<file path="src/rtl/msg_send_ctrl_pkg.sv">
// Shared types and word-geometry constants for the message-send controller.
package msg_pkg;

  localparam int MSG_DATA_W     = 32;
  localparam int BYTES_PER_WORD = MSG_DATA_W / 8;
  localparam int LANE_W         = $clog2(BYTES_PER_WORD);
  localparam int WORD_CNT_W     = LANE_W + 1;

  typedef enum logic [2:0] {
    IDLE      = 3'd0,
    FETCH     = 3'd1,
    WAIT_DATA = 3'd2,
    SEND      = 3'd3,
    DONE      = 3'd4
  } state_e;

  // Bytes carried by the next word: a full word, or only the tail of the message.
  function automatic logic [WORD_CNT_W-1:0] word_bytes(input int unsigned remaining);
    if (remaining >= BYTES_PER_WORD)
      return WORD_CNT_W'(BYTES_PER_WORD);
    else
      return WORD_CNT_W'(remaining);
  endfunction

endpackage

</file>
<file path="src/rtl/msg_send_ctrl_mem_port_arb.sv">
// Shared data-memory port arbiter: CPU has priority, but the controller is
// forced through after MAX_WAIT consecutive denied fetch cycles.
module mem_port_arb
  import msg_pkg::*;
#(
  parameter int ADDR_W   = 8,
  parameter int MAX_WAIT = 4
) (
  input  logic              clk,
  input  logic              rst_n,
  input  logic              i_ctrl_req,
  input  logic [ADDR_W-1:0] i_cur_addr,
  input  logic              i_cpu_mem_req,
  input  logic [ADDR_W-1:0] i_cpu_mem_addr,
  output logic              o_grant,
  output logic              o_cpu_stall,
  output logic [ADDR_W-1:0] o_mem_addr
);

  localparam int CNT_W = (MAX_WAIT < 1) ? 1 : $clog2(MAX_WAIT + 1);

  logic [CNT_W-1:0] r_wait_cnt;
  logic             w_forced;

  assign w_forced    = i_ctrl_req && i_cpu_mem_req && (r_wait_cnt == CNT_W'(MAX_WAIT));
  assign o_grant     = i_ctrl_req && (!i_cpu_mem_req || w_forced);
  assign o_cpu_stall = w_forced;
  assign o_mem_addr  = o_grant ? i_cur_addr : i_cpu_mem_addr;

  // Counts consecutive denied fetch cycles; any grant or idle cycle restarts it.
  always_ff @(posedge clk or negedge rst_n) begin
    if (!rst_n) begin
      r_wait_cnt <= '0;
    end else if (!i_ctrl_req || o_grant) begin
      r_wait_cnt <= '0;
    end else if (r_wait_cnt != CNT_W'(MAX_WAIT)) begin
      r_wait_cnt <= r_wait_cnt + CNT_W'(1);
    end
  end

endmodule

</file>
<file path="src/rtl/msg_send_ctrl.sv">
// Message-send controller: fetches message words over the shared memory port
// and streams them out little-endian, one byte per valid/ready handshake.
module msg_send_ctrl
  import msg_pkg::*;
#(
  parameter int ADDR_W   = 8,
  parameter int LEN_W    = 8,
  parameter int DATA_W   = MSG_DATA_W,
  parameter int MAX_WAIT = 4
) (
  input  logic              clk,
  input  logic              rst,
  input  logic              cmd_valid,
  output logic              cmd_ready,
  input  logic [ADDR_W-1:0] cmd_addr,
  input  logic [LEN_W-1:0]  cmd_len,
  input  logic              cpu_mem_req,
  input  logic [ADDR_W-1:0] cpu_mem_addr,
  output logic              cpu_stall,
  output logic [ADDR_W-1:0] mem_addr,
  input  logic [DATA_W-1:0] mem_rdata,
  output logic              tx_valid,
  output logic [7:0]        tx_data,
  input  logic              tx_ready,
  output logic              busy,
  output logic              done
);

  state_e                  r_state;
  state_e                  w_next;
  logic [ADDR_W-1:0]       r_cur_addr;
  logic [LEN_W-1:0]        r_remaining;
  logic [WORD_CNT_W-1:0]   r_word_left;
  logic [DATA_W-1:0]       r_shift;

  logic                    w_ctrl_req;
  logic                    w_grant;
  logic                    w_handshake;
  logic                    w_last_byte;
  logic                    w_word_end;

  assign w_ctrl_req  = (r_state == FETCH);
  assign w_handshake = (r_state == SEND) && tx_ready;
  assign w_last_byte = (r_remaining == LEN_W'(1));
  assign w_word_end  = (r_word_left == WORD_CNT_W'(1));

  mem_port_arb #(
    .ADDR_W   (ADDR_W),
    .MAX_WAIT (MAX_WAIT)
  ) u_arb (
    .clk            (clk),
    .rst_n          (rst),
    .i_ctrl_req     (w_ctrl_req),
    .i_cur_addr     (r_cur_addr),
    .i_cpu_mem_req  (cpu_mem_req),
    .i_cpu_mem_addr (cpu_mem_addr),
    .o_grant        (w_grant),
    .o_cpu_stall    (cpu_stall),
    .o_mem_addr     (mem_addr)
  );

  always_ff @(posedge clk or negedge rst) begin
    if (!rst) begin
      r_state <= IDLE;
    end else begin
      r_state <= w_next;
    end
  end

  always_comb begin
    w_next    = r_state;
    cmd_ready = 1'b0;
    tx_valid  = 1'b0;
    tx_data   = 8'h00;
    busy      = 1'b1;
    done      = 1'b0;
    case (r_state)
      IDLE: begin
        cmd_ready = 1'b1;
        busy      = 1'b0;
        if (cmd_valid) begin
          w_next = (cmd_len == '0) ? DONE : FETCH;
        end
      end
      FETCH: begin
        if (w_grant) begin
          w_next = WAIT_DATA;
        end
      end
      WAIT_DATA: begin
        w_next = SEND;
      end
      SEND: begin
        tx_valid = 1'b1;
        tx_data  = r_shift[7:0];
        if (w_handshake) begin
          if (w_last_byte) begin
            w_next = DONE;
          end else if (w_word_end) begin
            w_next = FETCH;
          end
        end
      end
      DONE: begin
        done   = 1'b1;
        w_next = IDLE;
      end
      default: begin
        w_next = IDLE;
      end
    endcase
  end

  // Byte shifter: the current lane always sits in bits [7:0].
  always_ff @(posedge clk or negedge rst) begin
    if (!rst) begin
      r_cur_addr  <= '0;
      r_remaining <= '0;
      r_word_left <= '0;
      r_shift     <= '0;
    end else begin
      case (r_state)
        IDLE: begin
          if (cmd_valid) begin
            r_cur_addr  <= cmd_addr;
            r_remaining <= cmd_len;
          end
        end
        WAIT_DATA: begin
          r_shift     <= mem_rdata;
          r_word_left <= word_bytes(32'(r_remaining));
        end
        SEND: begin
          if (w_handshake) begin
            r_remaining <= r_remaining - LEN_W'(1);
            r_word_left <= r_word_left - WORD_CNT_W'(1);
            r_shift     <= r_shift >> 8;
            if (!w_last_byte && w_word_end) begin
              r_cur_addr <= r_cur_addr + ADDR_W'(1);
            end
          end
        end
        default: begin
        end
      endcase
    end
  end

endmodule
</file>
<file path="config.mk">
export PLATFORM = sky130hd
export DESIGN_NAME = msg_send_ctrl
export DESIGN_NICKNAME = d
export VERILOG_FILES = /design/src/rtl/msg_send_ctrl_pkg.sv /design/src/rtl/msg_send_ctrl_mem_port_arb.sv /design/src/rtl/msg_send_ctrl.sv
export SDC_FILE = /design/constraint.sdc
export NUM_CORES = 1
export LEC_CHECK = 0
export ABC_AREA = 1
export BUFFER_PORTS_ARGS = -buffer_cell sky130_fd_sc_hd__buf_2
export CORE_MARGIN = 10
export CORE_UTILIZATION = 49
export CTS_CLUSTER_SIZE = 14
export DETAILED_ROUTE_END_ITERATION = 12
export GPL_ROUTABILITY_DRIVEN = 0
export HOLD_SLACK_MARGIN = 0.08
export PLACE_DENSITY = 0.76
export SLEW_MARGIN = 20
export SYNTH_ARGS = -nofsm -noshare
export SYNTH_HDL_FRONTEND = slang
export SYNTH_SLANG_ARGS = --single-unit
</file>
<file path="constraint.sdc">
create_clock -name clk -period 1.2 [get_ports clk]
set_input_delay 0.12 -clock clk [delete_from_list [all_inputs] [get_ports clk]]
set_output_delay 0.12 -clock clk [all_outputs]
set_load 0.01 [all_outputs]
</file>
# Yosys cells after proc, flatten, opt, wreduce, memory -nomap -nowiden
# Cells that the tools add are included.
# op_classes
reduce_logical	19
n_eq_ne	13
add_sub_neg	4
muxes	27
magnitude_cmp	1
# ops
op	count
$pmux W32 S2	1
$mux W8	7
$mux W32	1
$pmux W8 S2	2
$mux W3	10
$pmux W3 S4	1
$add A8 B1 Y8 const B	1
$eq A8 B1 Y1 const B	1
$ge A8 B3 Y1 const B	1
$logic_not A8 Y1	1
$reduce_and A4 Y1	2
$sub A8 B1 Y8 const B	1
$eq A3 B1 Y1 const B	2
$eq A3 B2 Y1 const B	2
$eq A3 B3 Y1 const B	2
$ne A2 B2 Y1 const B	3
$ne A3 B3 Y1 const B	2
$pmux W3 S2	1
$reduce_bool A2 Y1	3
$logic_and A1 B1 Y1	5
$mux W1	4
$add A3 B1 Y3 const B	1
$logic_not A1 Y1	3
$logic_not A3 Y1	1
5 further kinds	6
# totals
reg_bits	57
out_inout_bits	21

# Logic depth before layout (Yosys ltp)
# Gate-level depths: netlist of run 1.
# depth
depth_word	7
ltp_mapped	10
depth_no_buf	10

# Modules after synthesis
# From an unflattened synthesis of run 1, not the netlist that was laid out.
# unflattened
cells_unflattened	467
hier_area_um2	3512.1
# modules_own_cells
module	seq_area_each_um2	area_per_inst_um2	n_inst	cells_each
msg_send_ctrl	1351.3	3243.1	1	424
mem_port_arb	75.1	269.0	1	43

# Worst setup path after synthesis of run 1
# Ideal clock, no wire load.
# synth_path
kind	reg-to-reg
start	register r_state[1]
end	register r_remaining[5]
arrival_ns	1.247
slack_ns	-0.163
stages_incl_launch_ff	11
cell_sequence	dfrtp_1 -> buf_6 -> nor2_1 -> nand2_2 -> o21ai_2 -> nand2_2 -> inv_2 -> buf_6 -> nand2_1 -> nand2_1 -> nand2_1
# synth_between
elab_chain_len	4
# synth_rtl
element	line_no	text
start: declaration	msg_send_ctrl.sv:29	state_e r_state;
start signal: assignment	msg_send_ctrl.sv:66	r_state <= w_next;
$eq A3 B2 Y1	msg_send_ctrl.sv:43, msg_send_ctrl.sv:122	
$logic_and A1 B1 Y1	msg_send_ctrl.sv:43	assign w_handshake = (r_state == SEND) && tx_ready;
$ne A2 B2 Y1 (no source line)	-	
$reduce_and A3 Y1 (no source line)	-	
end signal: assignment	msg_send_ctrl.sv:126	r_remaining <= cmd_len;
end signal: assignment	msg_send_ctrl.sv:135	r_remaining <= r_remaining - LEN_W'(1);
end: declaration	msg_send_ctrl.sv:32	logic [LEN_W-1:0] r_remaining;
# Several ways; a longest one is shown, not always the timed one.
# A chain may end at the register's enable or synchronous reset.

# Worst setup path in the final report of run 1
# layout_path
start	register r_state[2]
end	output mem_addr[0]
# layout_between
elab_chain_len	6
# layout_rtl
element	line_no	text
$eq A3 B1 Y1 *	msg_send_ctrl.sv:42	assign w_ctrl_req = (r_state == FETCH);
$logic_and A1 B1 Y1 (2 in a row)	msg_send_ctrl_mem_port_arb.sv:25	assign w_forced = i_ctrl_req && i_cpu_mem_req && (r_wait_cnt == CNT_W'(MAX_WAIT));
$logic_or A1 B1 Y1	msg_send_ctrl_mem_port_arb.sv:26	assign o_grant = i_ctrl_req && (!i_cpu_mem_req || w_forced);
$logic_and A1 B1 Y1 *	msg_send_ctrl_mem_port_arb.sv:26	
$mux W8 *	msg_send_ctrl_mem_port_arb.sv:28	assign o_mem_addr = o_grant ? i_cur_addr : i_cpu_mem_addr;
end: declaration	msg_send_ctrl.sv:20	output logic [ADDR_W-1:0] mem_addr,
# Every way passes the cells marked *; elsewhere a longest branch is shown, timed or not.

==> flow_summary.toml, run 1 <==
[run_status]
outcome = "finished with violations"
violations = "setup timing"

[hold_path]
holdCritStartpoint = "cmd_len[5]"
hold_depth = 5
min_path_type = "primary input to register"
min_to = "r_remaining[5]"

[placed_design]
port-buffer-count = 81
dp.cells = 659
place_hpwl_um = 6642
place_area_um2 = 4407

[global_routing]
first_global_vias = 4111
grtUsageTotal = 0.2272
grt_pass1_wl_um = 20800
overflow = 0
grt_max_degree = 58
antenna_found_initial = 0

[logic_synthesis]
yosysUniqueCellTypes = 35
seq_area_frac_synth = 0.3954
netlist_area_um2 = 3607
synthCells = 458
yosysWarnings = 0
ys_ff_latch = 57
syn-num-nets = 527
syn_area_per_cell_um2 = 7.876

[sta]
period_share = 1.502
fin_ws_ns = -0.6019
period_needed_ns = 1.802
drv_slew = 0
skew_ns = 0.01945
fmax_ghz = 0.5550
finalHoldViolCount = 0
hold_slack_ns = 0.1300
relSlewSlack = 0.7478
rsz0062_at_grt = "true"
tightest_slew_ns = 0.3755
finalSetupViolCount = 78

[finish]
final_nets = 717
area_growth_pct = 73.92
seq_area_um2 = 1429
fillerInstances = 324
multiInputGateArea_um2 = 2305
drive_gt1_frac = 0.5130
diodes = 0
fin_cells = 752
postLayoutCoreUtil = 0.8696
stdcell_area_um2 = 6274

[drt]
routedWlPerCell_um = 22.25
drt_iter0_drc = 503
drt-pass1-iter-count = 5
drc = 0
routed_wl_um = 16740
via_per_inst = 5.832
via_count = 4386
ant_nets = 0

[worst_setup_path]
crit_path_end_kind = "output pin"
crit_fanout = 15
r2r_end = "r_cur_addr[1]"
cp.arrival_ns = 1.68
reg2regPathDepth = 10
r2r_setup_slack_ns = -0.60
critPathLaunchType = "register"
path_class = "register to output pin"
cp_data_required_time_ns = 1.08
r2r_start = "r_state[1]"

[floorplan]
die_area_um2 = 11190
die_height_um = 105.8
start_util = 0.5000
fp.dieW_um = 105.8
coreArea_um2 = 7214
io_pins = 82
rows = 31

[power_and_ir_drop]
leakagePower_nw = 2.999
peakVddDrop_mv = 2.056
powerDensity_nw_per_um2 = 2852

[job]
cap_violations = 0

[clock_tree]
path_clk_slew_ns = 0.09
clk_latency_ns = 0.37
clockRootBuffer = "clkbuf_8"
cts_tree = "done"
cts_buffer_depth = 2
cts_buffers = 9
htree_levels = 3
cts_sinks = 57
-- worst max-delay path, stage by stage, from the launching register on --
cell     delay [ns]
dfrtp_2        0.45
nor3_4         0.19
inv_2          0.08
a21oi_4        0.15
buf_12         0.15
buf_4          0.11
a21oi_1        0.05
buf_2          0.13
-- sequential cells by signal, summed over array words and instances, names as in the netlist --
name / cells
r_cur_addr: 8
r_remaining: 8
r_shift: 32
r_state: 3
r_word_left: 3
u_arb.r_wait_cnt: 3
-- cells in the mapped netlist (all sizes together) --
master  number  area share
dfrtp       57        0.40
xor2         2      0.0049
o211ai      26       0.084
nor3         3      0.0073
nand4        2      0.0035
a21oi        9       0.016
nand2      120        0.13
buf         19       0.048
xnor2        2      0.0049
clkbuf       2      0.0024
ha           8       0.028
o22ai        1      0.0017
nand3       38       0.060
inv         73       0.077
nor2        42       0.044
a22oi        2      0.0042
o21ai       52       0.091
-- cell usage in the layout (no fill, tap or decap), drive strengths merged --
master and count:
dfrtp 57, a21oi 9, o22ai 1, xnor2 2, nand3 38, nor3 3, nor2 42, clkbuf 13
clkinv 7, buf 161, nand4 2, bufinv 2, a22oi 2, dlygate4sd3 34, nand2 120, o21ai 52
clkinvlp 2, inv 70, xor2 2, ha 8, o211ai 26
-- routing by layer --
| layer | part of all wire | track usage |
|---|---|---|
| met5 | 0 | 0 |
| met4 | 0.071 | 0.1112 |
| met3 | 0.090 | 0.06212 |
| met2 | 0.50 | 0.3940 |
| met1 | 0.34 | 0.2509 |
-- what timing repair did --
| item | in CTS | in global routing |
|---|---|---|
| gates resized for setup | 96 | 125 |
| hold buffers | 34 | 0 |
| hold endpoints to repair | 90 | 0 |
| gates cloned | 7 | 4 |
| buffers inserted | 23 | 18 |
| endpoints found under the setup margin | 78 | 78 |
| pin swaps | 15 | 42 |
-- power breakdown --
part	leakage (nW)	total (mW)	switching [mW]	internal [mW]
clock network	0.110	2.19	1.00	1.19
registers	0.704	3.46	0.632	2.83
logic	2.18	12.2	6.82	5.42
total	3.00	17.9	8.45	9.44
-- through the flow --
step	worst slack, ns	TNS (ns)	power (mW)
finish	-0.6019	-36.38	17.89
global route	-0.7111	-39.84	18.57
CTS	-0.5812	-28.98	14.61
detailed placement	-0.2493	-12.40	9.986
global placement	-0.1849	-9.879	9.695
floorplan	-0.1495	-5.720	8.096
-- worst max-delay path by stage --
stage / start / endpoint / slack [ns]
6_report: r_state[2] / mem_addr[0] / -0.60
5_1_grt: r_state[1] / mem_addr[6] / -0.71
4_1_cts: r_state[2] / mem_addr[6] / -0.58
3_5_place_dp: r_state[1] / r_remaining[0] / -0.25
3_3_place_gp: r_state[2] / r_shift[12] / -0.18
2_1_floorplan: r_state[1] / mem_addr[2] / -0.15
-- layout make-up --
type | instances | share of cell area
inverters | 73 | 0.04926
clock inverters | 7 | 0.01635
repair buffers | 199 | 0.2986
clock buffers | 9 | 0.01974
repair inverters | 1 | 0.001197
multi-input cells | 307 | 0.3674
flip-flops and latches | 57 | 0.2278
well taps | 99 | 0.01974
-- kinds of logic after synthesis --
family	share of synthesized area
fa+ha+maj	0.02775
buf+inv	0.1273
simple gates	0.2432
compound gates	0.1967
xor+xnor	0.009714
flops	0.3954
No activity file was read; power rests on OpenSTA's default activity.
==> run 2, diff against run 1 <==
--- a/config.mk
+++ b/config.mk
@@ -8,12 +8,12 @@
 export ABC_AREA = 1
 export BUFFER_PORTS_ARGS = -buffer_cell sky130_fd_sc_hd__buf_2
 export CORE_MARGIN = 10
-export CORE_UTILIZATION = 49
+export CORE_UTILIZATION = 35
 export CTS_CLUSTER_SIZE = 14
 export DETAILED_ROUTE_END_ITERATION = 12
 export GPL_ROUTABILITY_DRIVEN = 0
 export HOLD_SLACK_MARGIN = 0.08
-export PLACE_DENSITY = 0.76
+export PLACE_DENSITY = 0.58
 export SLEW_MARGIN = 20
 export SYNTH_ARGS = -nofsm -noshare
 export SYNTH_HDL_FRONTEND = slang
==> run 2 against run 1 <==
  * The run still ends with setup timing left
  * Global-route usage decreased by 7.7 points
  * Critical path depth increased by 5
  * Fmax about the same
  * Non-clock buffer count up 8
  * Setup slack gained 0.0012 ns
  * Die area rose by 32%
  * Highest routed layer unchanged
==> flow_summary.toml, run 2 (same netlist as run 1, synthesis figures left out) <==
[run_status]
outcome = "finished with violations"
violations = "setup timing"

[global_routing]
grt_util_met1 = 0.1853
grtUsageTotal = 0.1504
grt_pass1_wl_um = 18230
first_global_vias = 3851
antenna_found_initial = 0
grt_use_met3 = 0.03350
met2_usage = 0.2558
grt_max_degree = 58
top_usage_layer = "met2"
overflow = 0

[floorplan]
coreArea_um2 = 10180
die_area_um2 = 14770
fp.dieW_um = 121.5
io_pins = 82
rows = 37
start_util = 0.3542
die_height_um = 121.5

[finish]
final_cell_mix = "98 x nand2_1, 74 x buf_2, 64 x inv_1, 56 x dfrtp_1, 51 x buf_4"
largest_reg_flops = 32
fin_cells = 797
stdcell_area_um2 = 6066
final_common_cell = "nand2_1"
fillerInstances = 858
final_nets = 725
top_register = "r_shift"
diodes = 0
area_growth_pct = 68.16
drive_gt1_frac = 0.4599
top_regs = "r_shift x32, r_cur_addr x8, r_remaining x8"

[power_and_ir_drop]
peakVddDrop_mv = 1.209
power.total_mw = 15.85
powerDensity_nw_per_um2 = 2613
leakagePower_nw = 2.953

[job]
cap_violations = 0

[sta]
fin_ws_ns = -0.6007
period_share = 1.501
fmax_ghz = 0.5553
period_needed_ns = 1.801
rsz0062_at_grt = "true"
finalHoldViolCount = 0
relSlewSlack = 0.7811
tightest_slew_ns = 0.3283
skew_ns = 0.005318
drv_slew = 0
finalSetupViolCount = 78

[clock_tree]
htree_levels = 3
clockRootBuffer = "clkbuf_8"
cts_tree = "done"
cts_buffer_depth = 2
clk_latency_ns = 0.34
cts_buffers = 9
cts_sinks = 57
path_clk_slew_ns = 0.07

[placed_design]
place_area_um2 = 4551
place_hpwl_um = 6870
dp.cells = 704
pre_cts_slack_ns = -0.2515
port-buffer-count = 81

[worst_setup_path]
cp.arrival_ns = 2.02
r2r_setup_slack_ns = -0.60
startpoint = "r_state[1]"
reg2regPathDepth = 12
cp-endpoint = "r_cur_addr[4]"
path_class = "register to register"
crit_path_end_kind = "register"
r2r_start = "r_state[1]"
cp_data_required_time_ns = 1.42
r2r_end = "r_cur_addr[4]"
critPathLaunchType = "register"
crit_fanout = 5

[drt]
routedWlPerCell_um = 14.14
routed_wl_um = 11270
via_per_inst = 4.685
drc = 0
drt-pass1-iter-count = 4
ant_nets = 0
via_count = 3734
drt_iter0_drc = 162

[hold_path]
min_path_type = "primary input to register"
-- run 2: worst min path at each step --
stage | startpoint | to | slack [ns] | cells past startpoint
after floorplan | rst | r_cur_addr[0] | -0.18 | 0
after global placement | rst | r_remaining[6] | 0.16 | 2
after detailed placement | rst | r_remaining[6] | 0.16 | 2
after CTS | cmd_len[5] | r_remaining[5] | 0.1 | 5
after global routing | cmd_len[7] | r_remaining[7] | 0.14 | 5
final | cmd_addr[6] | r_cur_addr[6] | 0.12 | 5
-- run 2: report_power, final --
| group | switching, mW | internal, mW |
|---|---|---|
| Clock | 0.817 | 1.43 |
| Combinational | 5.28 | 5.05 |
| Sequential | 0.452 | 2.82 |
-- run 2: area by class of cell --
| cell class | instances | area [um^2] | share of cell area |
|---|---|---|---|
| clock buffers | 11 | 141.4 | 0.02331 |
| clock inverters | 5 | 102.6 | 0.01691 |
| inverters | 73 | 294.0 | 0.04847 |
| multi-input cells | 308 | 2096 | 0.3455 |
| flip-flops and latches | 57 | 1428 | 0.2354 |
| well taps | 136 | 170.2 | 0.02805 |
| repair buffers | 207 | 1834 | 0.3024 |
-- run 2: repair_timing --
action                                  in CTS  in global routing
cloned                                       5                  0
pin swaps                                   29                 16
hold buffers                                34                  0
hold endpoints to repair                    90                  0
setup buffers                               21                 20
resized for setup                           88                 48
endpoints found under the setup margin      78                 78
-- run 2: critical path: stages, from the launching register on --
cell and delay (ns):
dfrtp_2 0.43, buf_4 0.15, buf_6 0.11, buf_6 0.11
nand3_4 0.14, inv_8 0.06, buf_8 0.14, buf_6 0.11
nand3_4 0.08, nand2_4 0.09, buf_4 0.15, nand3_1 0.07
nand2_1 0.05
-- run 2: metrics by stage --
step	hold slack [ns]	setup TNS (ns)	util
6_report	0.1182	-35.75	0.5956
5_1_grt	0.1442	-40.13	0.5956
4_1_cts	0.09902	-28.93	0.5649
3_5_place_dp	0.1564	-13.07	0.4468
3_3_place_gp	0.1566	-10.45	0.4468
2_1_floorplan	-0.1756	-5.720	-
-- run 2: per-layer routing --
metal / share of wire / vias up
met5: 0 / -
met4: 0.013 / 0
met3: 0.056 / 13
met2: 0.50 / 102
met1: 0.43 / 1751
li1: - / 1868
